### config.mk
export PLATFORM = sky130hd
export DESIGN_NAME = mem_access_stage_flat
export DESIGN_NICKNAME = d
export VERILOG_FILES = /design/src/rtl/mem_stage_pkg.sv /design/src/rtl/mem_access_stage_if.sv /design/src/rtl/mem_agu.sv /design/src/rtl/mem_access_stage.sv /design/src/flat_wrapper.sv
export SDC_FILE = /design/constraint.sdc
export NUM_CORES = 1
export LEC_CHECK = 0
export BUFFER_PORTS_ARGS = -buffer_cell sky130_fd_sc_hd__buf_2
export CORE_MARGIN = 4
export CORE_UTILIZATION = 54
export DETAILED_ROUTE_END_ITERATION = 10
export PLACE_DENSITY_LB_ADDON = 0.1
export SYNTH_ARGS = -nofsm -noshare
export SYNTH_HDL_FRONTEND = slang
export SYNTH_SLANG_ARGS = --single-unit
export TNS_END_PERCENT = 30
### constraint.sdc
create_clock -name clk -period 6.9 [get_ports clk]
set_input_delay 0.69 -clock clk [delete_from_list [all_inputs] [get_ports clk]]
set_output_delay 0.69 -clock clk [all_outputs]
set_load 0.01 [all_outputs]
### src/rtl/mem_stage_pkg.sv
// Shared types and defaults for the memory-access pipeline stage and its address unit.
package mem_stage_pkg;

  localparam int unsigned DATA_W_DEF    = 16;
  localparam int unsigned ADDR_W_DEF    = 8;
  localparam int unsigned MEM_DEPTH_DEF = 64;
  localparam int unsigned RD_W_DEF      = 4;

  typedef enum logic [1:0] {
    OP_PASS    = 2'b00,
    OP_LOAD    = 2'b01,
    OP_STORE   = 2'b10,
    OP_ILLEGAL = 2'b11
  } op_e;

  typedef enum logic [1:0] {
    S_IDLE,
    S_ACCESS,
    S_RESP
  } state_e;

endpackage

### src/rtl/mem_access_stage_if.sv
// Execute-side, data-memory-side and writeback-side signals of the memory-access stage.
interface mem_access_stage_if
  import mem_stage_pkg::*;
#(
  parameter int unsigned DATA_W = DATA_W_DEF,
  parameter int unsigned ADDR_W = ADDR_W_DEF,
  parameter int unsigned RD_W   = RD_W_DEF
) ();

  logic              in_valid;
  logic              in_ready;
  logic [1:0]        in_op;
  logic [DATA_W-1:0] in_base;
  logic [7:0]        in_offset;
  logic [DATA_W-1:0] in_store_data;
  logic [DATA_W-1:0] in_alu_result;
  logic [RD_W-1:0]   in_rd;

  logic              mem_we;
  logic              mem_re;
  logic [ADDR_W-1:0] mem_addr;
  logic [DATA_W-1:0] mem_wdata;
  logic [DATA_W-1:0] mem_rdata;

  logic              out_valid;
  logic              out_ready;
  logic [DATA_W-1:0] out_data;
  logic [RD_W-1:0]   out_rd;
  logic              out_reg_write;
  logic              out_fault;

  modport slave (
    input  in_valid, in_op, in_base, in_offset, in_store_data, in_alu_result, in_rd,
    output in_ready,
    output mem_we, mem_re, mem_addr, mem_wdata,
    input  mem_rdata,
    output out_valid, out_data, out_rd, out_reg_write, out_fault,
    input  out_ready
  );

  modport master (
    output in_valid, in_op, in_base, in_offset, in_store_data, in_alu_result, in_rd,
    input  in_ready,
    input  mem_we, mem_re, mem_addr, mem_wdata,
    output mem_rdata,
    input  out_valid, out_data, out_rd, out_reg_write, out_fault,
    output out_ready
  );

endinterface

### src/rtl/mem_agu.sv
// Effective-address unit: base plus sign-extended 8-bit offset (mod 2^16) with range check.
module mem_agu
  import mem_stage_pkg::*;
#(
  parameter int unsigned MEM_DEPTH = MEM_DEPTH_DEF
) (
  input  logic [15:0] base,
  input  logic [7:0]  offset,
  input  logic        check_range,
  output logic [15:0] eff,
  output logic        fault
);

  always_comb begin
    eff   = base + {{8{offset[7]}}, offset};
    fault = check_range && (eff >= 16'(MEM_DEPTH));
  end

endmodule

### src/rtl/mem_access_stage.sv
// Memory-access stage: accepts one op, drives the data memory for one ACCESS cycle,
// then holds the response for writeback until it is taken.
module mem_access_stage
  import mem_stage_pkg::*;
#(
  parameter int unsigned DATA_W    = DATA_W_DEF,
  parameter int unsigned ADDR_W    = ADDR_W_DEF,
  parameter int unsigned MEM_DEPTH = MEM_DEPTH_DEF,
  parameter int unsigned RD_W      = RD_W_DEF
) (
  input  logic               clk,
  input  logic               reset_n,
  mem_access_stage_if.slave  bus
);

  state_e            state_q, state_d;
  op_e               op_q, op_d;
  logic [RD_W-1:0]   rd_q, rd_d;
  logic [DATA_W-1:0] alu_q, alu_d;
  logic              fault_q, fault_d;

  logic              mem_we_q, mem_we_d;
  logic              mem_re_q, mem_re_d;
  logic [ADDR_W-1:0] mem_addr_q, mem_addr_d;
  logic [DATA_W-1:0] mem_wdata_q, mem_wdata_d;

  logic              out_valid_q, out_valid_d;
  logic [DATA_W-1:0] out_data_q, out_data_d;
  logic [RD_W-1:0]   out_rd_q, out_rd_d;
  logic              out_reg_write_q, out_reg_write_d;
  logic              out_fault_q, out_fault_d;

  op_e         in_op;
  logic        in_ready;
  logic        accept;
  logic [15:0] eff;
  logic        agu_fault;
  logic        new_fault;

  assign in_op = op_e'(bus.in_op);

  mem_agu #(.MEM_DEPTH(MEM_DEPTH)) u_agu (
    .base        (bus.in_base),
    .offset      (bus.in_offset),
    .check_range ((in_op == OP_LOAD) || (in_op == OP_STORE)),
    .eff         (eff),
    .fault       (agu_fault)
  );

  always_comb begin
    in_ready  = (state_q == S_IDLE) || ((state_q == S_RESP) && bus.out_ready);
    accept    = bus.in_valid && in_ready;
    new_fault = agu_fault || (in_op == OP_ILLEGAL);

    state_d         = state_q;
    op_d            = op_q;
    rd_d            = rd_q;
    alu_d           = alu_q;
    fault_d         = fault_q;
    mem_we_d        = 1'b0;
    mem_re_d        = 1'b0;
    mem_addr_d      = '0;
    mem_wdata_d     = '0;
    out_valid_d     = out_valid_q;
    out_data_d      = out_data_q;
    out_rd_d        = out_rd_q;
    out_reg_write_d = out_reg_write_q;
    out_fault_d     = out_fault_q;

    unique case (state_q)
      S_ACCESS: begin
        out_valid_d     = 1'b1;
        out_rd_d        = rd_q;
        out_fault_d     = fault_q;
        out_reg_write_d = !fault_q && ((op_q == OP_LOAD) || (op_q == OP_PASS));
        if (!fault_q && (op_q == OP_LOAD))  out_data_d = bus.mem_rdata;
        else if (op_q == OP_PASS)           out_data_d = alu_q;
        else                                out_data_d = '0;
        state_d = S_RESP;
      end
      S_RESP: begin
        if (bus.out_ready) begin
          out_valid_d = 1'b0;
          state_d     = S_IDLE;
        end
      end
      default: ;
    endcase

    // Memory strobes are registered at accept so they are live for exactly the ACCESS cycle.
    if (accept) begin
      state_d     = S_ACCESS;
      op_d        = in_op;
      rd_d        = bus.in_rd;
      alu_d       = bus.in_alu_result;
      fault_d     = new_fault;
      mem_addr_d  = eff[ADDR_W-1:0];
      mem_we_d    = (in_op == OP_STORE) && !new_fault;
      mem_re_d    = (in_op == OP_LOAD) && !new_fault;
      mem_wdata_d = mem_we_d ? bus.in_store_data : '0;
    end
  end

  always_ff @(posedge clk or negedge reset_n) begin
    if (!reset_n) begin
      state_q         <= S_IDLE;
      op_q            <= OP_PASS;
      rd_q            <= '0;
      alu_q           <= '0;
      fault_q         <= 1'b0;
      mem_we_q        <= 1'b0;
      mem_re_q        <= 1'b0;
      mem_addr_q      <= '0;
      mem_wdata_q     <= '0;
      out_valid_q     <= 1'b0;
      out_data_q      <= '0;
      out_rd_q        <= '0;
      out_reg_write_q <= 1'b0;
      out_fault_q     <= 1'b0;
    end else begin
      state_q         <= state_d;
      op_q            <= op_d;
      rd_q            <= rd_d;
      alu_q           <= alu_d;
      fault_q         <= fault_d;
      mem_we_q        <= mem_we_d;
      mem_re_q        <= mem_re_d;
      mem_addr_q      <= mem_addr_d;
      mem_wdata_q     <= mem_wdata_d;
      out_valid_q     <= out_valid_d;
      out_data_q      <= out_data_d;
      out_rd_q        <= out_rd_d;
      out_reg_write_q <= out_reg_write_d;
      out_fault_q     <= out_fault_d;
    end
  end

  assign bus.in_ready      = in_ready;
  assign bus.mem_we        = mem_we_q;
  assign bus.mem_re        = mem_re_q;
  assign bus.mem_addr      = mem_addr_q;
  assign bus.mem_wdata     = mem_wdata_q;
  assign bus.out_valid     = out_valid_q;
  assign bus.out_data      = out_data_q;
  assign bus.out_rd        = out_rd_q;
  assign bus.out_reg_write = out_reg_write_q;
  assign bus.out_fault     = out_fault_q;

endmodule

### src/flat_wrapper.sv
// flat-port wrapper written by rule: the top's interface ports become plain ports
module mem_access_stage_flat import mem_stage_pkg::*;
#(
  parameter int unsigned DATA_W    = DATA_W_DEF,
  parameter int unsigned ADDR_W    = ADDR_W_DEF,
  parameter int unsigned MEM_DEPTH = MEM_DEPTH_DEF,
  parameter int unsigned RD_W      = RD_W_DEF
)
  (clk, reset_n, bus_in_valid, bus_in_op, bus_in_base, bus_in_offset, bus_in_store_data, bus_in_alu_result, bus_in_rd, bus_in_ready, bus_mem_we, bus_mem_re, bus_mem_addr, bus_mem_wdata, bus_mem_rdata, bus_out_valid, bus_out_data, bus_out_rd, bus_out_reg_write, bus_out_fault, bus_out_ready);
  mem_access_stage_if #(.DATA_W(DATA_W), .ADDR_W(ADDR_W), .RD_W(RD_W)) bus_i ();
  input  logic clk;
  input  logic reset_n;
  input wire logic [$bits(bus_i.in_valid)-1:0] bus_in_valid;
  input wire logic [$bits(bus_i.in_op)-1:0] bus_in_op;
  input wire logic [$bits(bus_i.in_base)-1:0] bus_in_base;
  input wire logic [$bits(bus_i.in_offset)-1:0] bus_in_offset;
  input wire logic [$bits(bus_i.in_store_data)-1:0] bus_in_store_data;
  input wire logic [$bits(bus_i.in_alu_result)-1:0] bus_in_alu_result;
  input wire logic [$bits(bus_i.in_rd)-1:0] bus_in_rd;
  output wire logic [$bits(bus_i.in_ready)-1:0] bus_in_ready;
  output wire logic [$bits(bus_i.mem_we)-1:0] bus_mem_we;
  output wire logic [$bits(bus_i.mem_re)-1:0] bus_mem_re;
  output wire logic [$bits(bus_i.mem_addr)-1:0] bus_mem_addr;
  output wire logic [$bits(bus_i.mem_wdata)-1:0] bus_mem_wdata;
  input wire logic [$bits(bus_i.mem_rdata)-1:0] bus_mem_rdata;
  output wire logic [$bits(bus_i.out_valid)-1:0] bus_out_valid;
  output wire logic [$bits(bus_i.out_data)-1:0] bus_out_data;
  output wire logic [$bits(bus_i.out_rd)-1:0] bus_out_rd;
  output wire logic [$bits(bus_i.out_reg_write)-1:0] bus_out_reg_write;
  output wire logic [$bits(bus_i.out_fault)-1:0] bus_out_fault;
  input wire logic [$bits(bus_i.out_ready)-1:0] bus_out_ready;
  assign bus_i.in_valid = bus_in_valid;
  assign bus_i.in_op = bus_in_op;
  assign bus_i.in_base = bus_in_base;
  assign bus_i.in_offset = bus_in_offset;
  assign bus_i.in_store_data = bus_in_store_data;
  assign bus_i.in_alu_result = bus_in_alu_result;
  assign bus_i.in_rd = bus_in_rd;
  assign bus_in_ready = bus_i.in_ready;
  assign bus_mem_we = bus_i.mem_we;
  assign bus_mem_re = bus_i.mem_re;
  assign bus_mem_addr = bus_i.mem_addr;
  assign bus_mem_wdata = bus_i.mem_wdata;
  assign bus_i.mem_rdata = bus_mem_rdata;
  assign bus_out_valid = bus_i.out_valid;
  assign bus_out_data = bus_i.out_data;
  assign bus_out_rd = bus_i.out_rd;
  assign bus_out_reg_write = bus_i.out_reg_write;
  assign bus_out_fault = bus_i.out_fault;
  assign bus_i.out_ready = bus_out_ready;
  mem_access_stage #(.DATA_W(DATA_W), .ADDR_W(ADDR_W), .MEM_DEPTH(MEM_DEPTH), .RD_W(RD_W)) u_core (.clk(clk), .reset_n(reset_n), .bus(bus_i));
endmodule
**After elaboration in Yosys (flattened, before gate mapping)**

Cells that the tools add are included.

- Add/subtract/negate cells: 1
- Multipliers: 0
- Div/mod/pow operators: 0
- $lt $le $gt $ge: 1
- Equal/unequal tests: 8
- Shift-type cells: 0
- Mux-type cells: 12
- Bitwise gates (word level): 0
- Reductions and logical operators: 19

Operators with widths:

| cell | count |
|---|---|
| $mux 16 | 4 |
| $add 16x16->16 | 1 |
| $ge 16x7->1 const B | 1 |
| $mux 8 | 1 |
| $logic_and 1x1->1 | 7 |
| $eq 2x1->1 const B | 3 |
| $eq 2x2->1 const B | 3 |
| $logic_not 2->1 | 2 |
| $logic_or 1x1->1 | 4 |
| $mux 2 | 2 |
| $pmux 2 s2 | 1 |
| $reduce_and 2->1 | 2 |
| $mux 1 | 3 |
| $ne 3x2->1 const B | 1 |
| $reduce_bool 3->1 | 1 |
| $logic_not 1->1 | 2 |
| $ne 2x2->1 const B | 1 |
| $pmux 1 s2 | 1 |
| $reduce_bool 2->1 | 1 |

- Register bits: 74
- Bits in latches: 0
- Memory bits (writable): 0
- ROM bits: 0
- Bits of input ports: 82
- Output and inout bits: 50
- Logic and storage cells: 55
- Memories: 0

**Depth between registers and ports, before layout**

Gate-level depths: netlist (run 1).

- Depth in word-level cells: 8
- Gate-level depth with buffers: 10
- Depth with buffers taken out: 9

**Hierarchy**

A second synthesis (run 1) with hierarchy kept.

- Cells, all modules: 305
- Area, all modules: 3634.7 sq um

By module, submodules not included:

| module | instances | cells each | area an instance (sq um) | sequential area each (sq um) |
|---|---|---|---|---|
| mem_access_stage | 1 | 212 | 2894.0 | 1851.8 |
| mem_agu | 1 | 93 | 740.7 | 0.0 |

**Worst setup path before layout (run 1)**

OpenSTA, ideal clock, no wires.

- Kind: input to register
- Start point: input port bus_in_offset[0]
- End point: register u_core.mem_wdata_q[10], in the netlist u_core.bus.mem_wdata[10]
- Setup time: 73 ps
- Data arrival time: 3213 ps
- Data required time: 6827 ps
- Slack: 3614 ps
- Stages: 10
- Buffers on the path: 1
- Cell sequence: ha_1 > fa_1 > a21o_1 > a221o_1 > a211o_1 > a21o_1 > a2111oi_4 > o2111ai_4 > buf_6 > a21boi_2

- Word-level cells in the longest chain between the ends: 8

RTL lines:

| what | RTL line | text |
|---|---|---|
| start: declaration | flat_wrapper.sv:16 | `input wire logic [$bits(bus_i.in_offset)-1:0] bus_in_offset;` |
| $add 16x16->16 | mem_agu.sv:15 | `eff = base + {{8{offset[7]}}, offset};` |
| $ge 16x7->1 | mem_agu.sv:16 | `fault = check_range && (eff >= 16'(MEM_DEPTH));` |
| $logic_and 1x1->1 | mem_agu.sv:16 |  |
| $logic_or 1x1->1 | mem_access_stage.sv:53 | `new_fault = agu_fault \|\| (in_op == OP_ILLEGAL);` |
| $logic_not 1->1 | mem_access_stage.sv:98 | `mem_we_d = (in_op == OP_STORE) && !new_fault;` |
| $logic_and 1x1->1 | mem_access_stage.sv:98 |  |
| $mux 16 | mem_access_stage.sv:100 | `mem_wdata_d = mem_we_d ? bus.in_store_data : '0;` |
| $mux 16 | mem_access_stage.sv:91 | `if (accept) begin` |
| net u_core.mem_wdata_d[10] | mem_access_stage.sv:25 | `logic [DATA_W-1:0] mem_wdata_q, mem_wdata_d;` |
| end signal: assignment | mem_access_stage.sv:129 | `mem_wdata_q <= mem_wdata_d;` |
| end: declaration | mem_access_stage.sv:25 |  |

The timed path passes the listed nets, and every way through them passes these cells.
A chain may end at the register's enable or synchronous reset.

**Final worst setup path (run 1)**

- Start point: input port bus_in_offset[0]
- End point: register u_core.mem_wdata_q[2], in the netlist u_core.bus.mem_wdata[2]

Same word-level chain as after synthesis.

==> results.cfg, run 1 <==
[place]
placed_cells = 595
globalplace.congestion = 0.877
dp.final_hpwl_mm = 6.37
placed_cell_area_um2 = 4510
io_buffers = 131
preCtsSetupSlack_ps = 3210

[synthesis]
ys_warn_count = 0
yosysTopAreaCell = dfrtp_1
synth-seq-cells = 74
ys.flop_type = dfrtp_1
syn_area_per_cell_um2 = 9.85
synthTopCellsByArea = dfrtp_1 49%, nand2_1 7.7%, ha_1 6.9%, a21oi_1 3.8%, a22oi_1 3.4%
syn_area_um2 = 3790
ys_types = 49
synth_seq_area_share_pct = 48.8
yosysTopAreaCellShare_pct = 48.8
synthArstFlopShare_pct = 100
synth_cells = 385
syn-num-nets = 489
synth-edff-count = 0

[clock_tree]
cts_setup_buffers = 0
clock_sinks = 74
hold_buffers = 0
clock-root-buffer = clkbuf_8
post_cts_resized = 0
path_clk_slew_ps = 80
htreeDepth = 3
cts_tree = yes
cts_buffers = 9
clkLatencyLatePin_ps = 330
cts_buffer_depth = 2

[route]
ant_nets = 0
vias = 3224
wl_per_cell_um = 14.1
viasPerCell = 5.28
first_pass_iters = 5
drc_errors = 0
postRouteWirelength_mm = 8.64
drt_iter0_markers = 155

[timing]
fin_crit_sh_pct = 48.7
max_freq_ghz = 0.298
hold_viol = 0
fin_worst_skew_ps = 9.92
setup_ws_ps = 3540
fin_setup_tns_ps = 0
finalSetupViolCount = 0
slew_viol_final = 0
period_needed_ps = 3360
rsz0062_at_grt = no
worst_pin_slew_ps = 1150
max_slew_margin_pct = 23.2

[job]
maxCapViolCount = 0

[global_route]
grt_pass1_vias = 3026
grt_max_degree = 75
antenna_found_initial = 0
grt_pass1_wl_mm = 14.2
grt-ovfl-total = 0
track_usage_pct = 20.9

[layout]
layout_common_cells = 130 x buf_2, 78 x nand2_1, 74 x dfrtp_1
nNetsFinal = 614
mostFrequentLayoutCell = buf_2
fillers = 568
final_util_pct = 69.3
fin_area_um2 = 4710
drive_above_1_share_pct = 32.6
layout.cells.non_filler = 611
syn2layout_area_growth_pct = 24.1
n_antenna_cell = 0

[power_and_ir_drop]
ir_drop_mv = 0.162
total_leakage_power_uw = 0.00248
power.density_nw_per_um2 = 344

[worst_setup_path]
crit_arrival_ps = 3600
start_kind = input port
cp-end-kind = flip-flop
critPathKind = input port to flip-flop
crit_fanout = 17
critPathRequiredTime_ps = 7140

[die]
die_x_um = 91.8
die_h_um = 91.8
core_um2 = 6790
rows = 30
ios = 132
initial_core_util_pct = 55.8
fp.dieArea_um2 = 8430

[worst_hold_path]
hold_path_class = input port to async pin

[run_status]
status = finished clean
==> Yosys cell counts, types with 3 or more instances <==
cell type and number:
a21boi_1 7, a21boi_2 9, a21o_1 8, a21oi_1 29
a221oi_1 3, a22oi_1 17, and3_1 5, buf_2 5
clkbuf_1 14, dfrtp_1 74, ha_1 21, inv_1 9
mux2_2 6, mux2i_1 3, nand2_1 78, nand3_1 5
nor2_1 33, nor3_1 8, o211ai_1 5, o21ai_0 5
o22ai_1 3, xnor2_1 4
==> per-stage QoR <==
stage	hold slack, ps	power (µW)
finish	479	1620
detailed placement	463	1290
CTS	481	1630
global route	512	1740
floorplan	394	1080
global placement	455	1270
==> final timing paths <==
check                                  start                 endpoint  slack (ps)  cells past startpoint
setup / recovery            bus_in_offset[0]  u_core.bus.mem_wdata[2]        3540                     10
hold / removal                       reset_n   u_core.bus.mem_addr[1]         480                      1
setup reg to reg           u_core.state_q[0]  u_core.bus.mem_wdata[2]        4070                      9
hold reg to reg               u_core.rd_q[2]           u_core.rd_q[2]         480                      2
max in group asynchronous            reset_n        u_core.bus.mem_re        5860                      1
min in group clk              u_core.rd_q[2]           u_core.rd_q[2]         480                      2
==> cells by family (layout without fill, tap and decap cells) <==
family	after synthesis	count (layout)	share of synthesized area, %
AO/OA/AOI/OAI	102	102	20.4
buffers and inverters	29	159	3.23
multiplexers	10	10	2.87
adder cells (fa/ha/maj)	22	22	7.45
flip-flops	74	74	48.8
XOR/XNOR	6	6	1.39
AND/OR/NAND/NOR	142	142	15.9
==> layout make-up <==
type	count	area [µm²]	area share [%]
Clock buffer	9	124	2.63
Clock inverter	7	77.6	1.65
Inverter	9	33.8	0.718
Timing Repair Buffer	134	681	14.5
Sequential cell	74	1850	39.3
Multi-Input combinational cell	282	1820	38.6
Tap cell	96	120	2.55
==> registers in the layout (all words and copies together), names as in the netlist, 2 cells and up <==
signal and cells:
u_core.rd_q 4, u_core.alu_q 16, u_core.bus.mem_wdata 16, u_core.bus.out_data 16, u_core.bus.out_rd 4, u_core.op_q 2, u_core.bus.mem_addr 8, u_core.state_q 2
==> per-layer routing <==
layer / vias up / GRT usage, % / routed length, µm
li1: 1611 / - / -
met1: 1492 / 28.1 / 3780
met2: 109 / 32.5 / 4060
met3: 12 / 6.56 / 666
met4: 0 / 6.56 / 135
met5: - / 0 / 0
==> worst max-delay path, cell delays in order <==
cell	delay, ps
buf_2	100
ha_1	230
fa_1	410
a21o_1	200
a221oi_1	470
nor3_1	110
o21a_1	190
a2111oi_2	490
o2111ai_4	440
a21boi_1	260
==> report_power, final <==
group / total, µW / internal [µW] / switching (µW)
clock: 333 / 171 / 162
combinational: 620 / 254 / 366
sequential: 665 / 588 / 77.4
total: 1620 / 1010 / 605
No activity file was read; power rests on OpenSTA's default activity.
==> run 2: changes to the inputs <==
- CORE_UTILIZATION: 54 -> 50
- clock period: 6.9 -> 3.36 ns (I/O delays scaled with it)
==> run 2 against run 1 <==
  * Non-clock buffer count rose by 3
  * Worst hold slack got worse by 380 ps
  * Clock power up 120%
  * Clock skew is 2.0 ps higher
  * Wire length grew 3.3%
  * First-iteration DRC count up 9.0%
  * Clock-buffer cell count did not move
  * Critical path depth unchanged
  * Global-route usage decreased by 0.73 points
  * Sequential share of layout area shrank 0.28 points
  * Via count hardly changed
  * Setup slack got worse by 3200 ps
  * Critical endpoint is now u_core.bus.mem_wdata[3]
  * Largest cell class unchanged
==> results.cfg, run 2 (synthesis results as in run 1) <==
[run_status]
status = finished clean

[route]
postRouteWirelength_mm = 8.93
vias = 3226
ant_nets = 0
viasPerCell = 5.23
drc_errors = 0
wl_per_cell_um = 14.5
first_pass_iters = 4
drt_iter0_markers = 169

[worst_setup_path]
cpPeakStageDelay_ps = 420
start_kind = input port
crit_path_frequent_cell = a21o_1
worstRegToRegCells = 9
path_buf_inv = 1
critPathSlowestCell = a2111oi_4
r2r_start = u_core.state_q[0]
crit_fanout = 17
timing.rr.end = u_core.bus.mem_wdata[3]
crit_family = compound AO/OA/AOI/OAI gates
cp-end-kind = flip-flop
worstPathCellList = buf_2 -> ha_1 -> fa_1 -> a21o_1 -> a221o_1 -> a211o_1 -> a21o_1 -> a2111oi_4 -> o2111ai_4 -> a21boi_1
critPathKind = input port to flip-flop
r2r_setup_slack_ps = 430
crit_arrival_ps = 3260
critPathRequiredTime_ps = 3620

[place]
preCtsSetupSlack_ps = 8.06
io_buffers = 131
globalplace.congestion = 0.868
dp.final_hpwl_mm = 6.62
placed_cells = 601

[clock_tree]
post_cts_resized = 0
cts_tree = yes
htreeDepth = 3
clock-root-buffer = clkbuf_8
cts_buffer_depth = 2
clock_sinks = 74
cts_setup_buffers = 0
clkLatencyLatePin_ps = 350
hold_buffers = 0
cts_buffers = 9
path_clk_slew_ps = 80

[die]
die_x_um = 95.1
core_um2 = 7330
ios = 132
rows = 31
die_h_um = 95.1
fp.dieArea_um2 = 9040
initial_core_util_pct = 51.7

[global_route]
grt_pass1_vias = 3076
antenna_found_initial = 0
grt_max_degree = 75
track_usage_pct = 20.2
grt-ovfl-total = 0
grt_pass1_wl_mm = 14.3

[power_and_ir_drop]
ir_drop_mv = 0.302
finalPower_uw = 3360
total_leakage_power_uw = 0.00249
power.density_nw_per_um2 = 710

[timing]
max_freq_ghz = 0.333
slew_viol_final = 0
fin_crit_sh_pct = 89.4
fin_worst_skew_ps = 11.9
period_needed_ps = 3000
setup_ws_ps = 356
hold_viol = 0
rsz0062_at_grt = no
fin_setup_tns_ps = 0
max_slew_margin_pct = 22.7
worst_pin_slew_ps = 1160
finalSetupViolCount = 0

[layout]
drive_above_1_share_pct = 33.0
syn2layout_area_growth_pct = 25.0
n_antenna_cell = 0
layout_common_cells = 130 x buf_2, 78 x nand2_1, 74 x dfrtp_1
layout.cells.non_filler = 617
mostFrequentLayoutCell = buf_2
nNetsFinal = 617

[job]
maxCapViolCount = 0

[worst_hold_path]
hold_path_class = input port to async pin
run 2: worst max path at each step:
stage | from | endpoint | slack (ps) | depth (start not counted)
2_1_floorplan | bus_in_offset[0] | u_core.bus.mem_wdata[10] | 430 | 10
3_3_place_gp | bus_in_offset[0] | u_core.bus.mem_wdata[5] | 110 | 10
3_5_place_dp | bus_in_offset[0] | u_core.bus.mem_wdata[3] | 8 | 10
4_1_cts | bus_in_offset[0] | u_core.bus.mem_wdata[3] | 370 | 10
5_1_grt | u_core.state_q[0] | u_core.bus.mem_wdata[3] | 90 | 9
6_report | bus_in_offset[0] | u_core.bus.mem_wdata[3] | 360 | 10
run 2: report_power, final:
group	leakage (µW)	total (µW)	internal (µW)	switching (µW)
clock	0.000100	721	358	363
combinational	0.00145	1290	527	761
sequential	0.000936	1360	1210	150
run 2: stage by stage:
| stage | hold slack (ps) | util [%] | instance area [µm²] |
|---|---|---|---|
| finish | 101 | 64.7 | 4740 |
| floorplan | 40.4 | - | 3790 |
| CTS | 152 | 64.7 | 4740 |
| global placement | 452 | 61.8 | 4530 |
| detailed placement | 457 | 61.8 | 4530 |
| global route | 167 | 64.7 | 4740 |
run 2: cell type report:
cell class,count,area [µm²]
Multi-Input combinational cell,282,1820
Clock buffer,9,124
Sequential cell,74,1850
Fill cell,641,2590
Inverter,9,33.8
Clock inverter,7,85.1
Timing Repair Buffer,137,703
Tap cell,99,124
run 2: per-layer routing:
metal | track usage (%) | wire (µm)
met5 | 0 | 0
met4 | 4.69 | 80
met3 | 6.39 | 761
met2 | 32.8 | 4280
met1 | 26.3 | 3810
==> run 3: changes to the inputs <==
--- a/config.mk
+++ b/config.mk
@@ -6,7 +6,9 @@
 export NUM_CORES = 1
 export LEC_CHECK = 0
+export ABC_AREA = 1
 export BUFFER_PORTS_ARGS = -buffer_cell sky130_fd_sc_hd__buf_2
+export CORE_ASPECT_RATIO = 0.8
 export CORE_MARGIN = 4
-export CORE_UTILIZATION = 50
+export CORE_UTILIZATION = 51
 export DETAILED_ROUTE_END_ITERATION = 10
 export PLACE_DENSITY_LB_ADDON = 0.1
==> constraint.sdc (replaced) <==
create_clock -name clk -period 3.36 [get_ports clk]
set_input_delay 0.336 -clock clk [delete_from_list [all_inputs] [get_ports clk]]
set_output_delay 0.336 -clock clk [all_outputs]
set_load 0.05 [all_outputs]
==> run 3 against run 2 <==
  * Fmax increased by 35%
  * Utilization increased by 1.0 points
  * Sequential share of layout area decreased by 1.8 points
  * Register-to-register slack improved by 920 ps
==> results.cfg, run 3 <==
[clock_tree]
cts_tree = yes
clkLatencyLatePin_ps = 340
cts_buffer_depth = 2
clock_sinks = 74
cts_setup_buffers = 0
clock-root-buffer = clkbuf_8
post_cts_resized = 0
htreeDepth = 3
path_clk_slew_ps = 70
cts_buffers = 9
hold_buffers = 0

[synthesis]
synthArstFlopShare_pct = 100
yosysTopAreaCellShare_pct = 45.6
syn_area_um2 = 4070
yosysTopAreaCell = dfrtp_1
ys.flop_type = dfrtp_1
ys_warn_count = 0
ys_types = 26
synth-seq-cells = 74
synth_commonest_cells = 129 x nand2_1, 93 x inv_1, 74 x dfrtp_1, 44 x nor2_1, 37 x nand3_1
synthTopCellsByArea = dfrtp_1 46%, nand2_1 12%, inv_1 8.6%, ha_1 6.5%, nand3_1 4.6%
synth-edff-count = 0
synth.most_common_cell = nand2_1
syn-num-nets = 626
syn_area_per_cell_um2 = 7.79
synth_cells = 522
synth_seq_area_share_pct = 45.6

[die]
die_x_um = 108
die_h_um = 87.9
ios = 132
rows = 28
initial_core_util_pct = 53.7
fp.dieArea_um2 = 9470
core_um2 = 7570

[global_route]
track_usage_pct = 21.6
grt_pass1_vias = 3406
grt-ovfl-total = 0
grt_max_degree = 75
antenna_found_initial = 0
grt_pass1_wl_mm = 16.1

[job]
maxCapViolCount = 0

[timing]
period_needed_ps = 2230
fin_crit_sh_pct = 66.4
worst_pin_slew_ps = 1140
hold_viol = 0
whs_ps = 106
max_slew_margin_pct = 23.7
fin_setup_tns_ps = 0
rsz0062_at_grt = no
finalSetupViolCount = 0
fin_worst_skew_ps = 8.95
max_freq_ghz = 0.448
slew_viol_final = 0

[layout]
fin_area_um2 = 4970
fillers = 705
nNetsFinal = 755
layout_common_cells = 130 x buf_2, 129 x nand2_1, 93 x inv_1
syn2layout_area_growth_pct = 22.3
drive_above_1_share_pct = 26.6
n_antenna_cell = 0
mostFrequentLayoutCell = buf_2

[power_and_ir_drop]
power.density_nw_per_um2 = 773
total_leakage_power_uw = 0.00290
ir_drop_mv = 0.371

[place]
globalplace.congestion = 0.972
dp.final_hpwl_mm = 7.48
io_buffers = 131
placed_cell_area_um2 = 4810

[route]
wl_per_cell_um = 12.7
postRouteWirelength_mm = 9.62
drc_errors = 0
drt_iter0_markers = 203
viasPerCell = 4.77
ant_nets = 0
first_pass_iters = 4
vias = 3622

[worst_setup_path]
start_kind = input port
worstRegToRegCells = 10
cp-end-kind = flip-flop
crit_arrival_ps = 2490
critPathRequiredTime_ps = 3620
crit_fanout = 17
critPathKind = input port to flip-flop

[run_status]
status = finished clean

[worst_hold_path]
hold_path_class = input port to async pin
[run 3: changes by cell type in the layout (fill, tap and decap cells not counted), moves of 15 or more]
cell     delta
o21ai_0    +17
a22oi_1    -17
inv_1      +84
o21a_1     +15
nand3_1    +32
nand2_1    +51
[run 3: final timing paths]
kind                                   start                       to  slack, ps
max                         bus_in_offset[0]  u_core.bus.mem_wdata[4]       1130
min                                  reset_n         u_core.alu_q[10]        110
max reg2reg                u_core.state_q[0]  u_core.bus.mem_wdata[4]       1350
min reg2reg                   u_core.rd_q[3]           u_core.rd_q[3]        480
max in group asynchronous            reset_n     u_core.bus.out_rd[3]       2670
min in group clk                bus_in_rd[2]           u_core.rd_q[2]        190
[run 3: logic make-up after synthesis]
family	count (synthesis)	share of synthesized area (%)
compound gates	69	9.51
xor+xnor	4	0.862
fa+ha+maj	22	6.96
buf+inv	110	10.4
flops	74	45.6
mux	6	1.66
simple gates	237	25.1
[run 3: metrics by stage]
stage                     total power (µW)  worst slack [ps]  util, %  std cells
after floorplan                       2790              1250        -        522
after global placement                3250               917     63.6        745
after detailed placement              3300               801     63.6        745
after CTS                             3880              1170     65.7        759
after global routing                  4160               935     65.7        759
final                                 3840              1130     65.7        759
[run 3: final cells by class]
cell class                      instances  area (µm²)  area share, %
Clock buffer                           11         141           2.84
Tap cell                              105         131           2.64
Inverter                               93         349           7.02
Multi-Input combinational cell        338        1790           36.0
Sequential cell                        74        1850           37.3
Timing Repair Buffer                  135         688           13.8
Clock inverter                          3        17.5          0.352
[run 3: worst max-delay path, stage by stage]
cell	delay (ps)
buf_2	100
ha_1	240
fa_1	460
nand3_1	100
nand3_1	160
nand2_1	100
nand2_1	60
xnor2_1	150
nand3_1	130
nor2_1	120
nand2_1	70
nand2_2	90
nand3_4	210
nor2_1	180
[run 3: where the power goes]
group          switching [µW]  internal, µW  leakage [µW]
logic                    1370           534       0.00189
registers                 163          1210      0.000936
clock network             292           277     0.0000810
[run 3: metal layers]
layer / up-vias / routed length [µm] / GRT usage (%)
met5: - / 0 / 0
met4: 0 / 44 / 3.10
met3: 6 / 824 / 7.96
met2: 120 / 4190 / 32.1
met1: 1631 / 4560 / 31.2
li1: 1865 / - / -
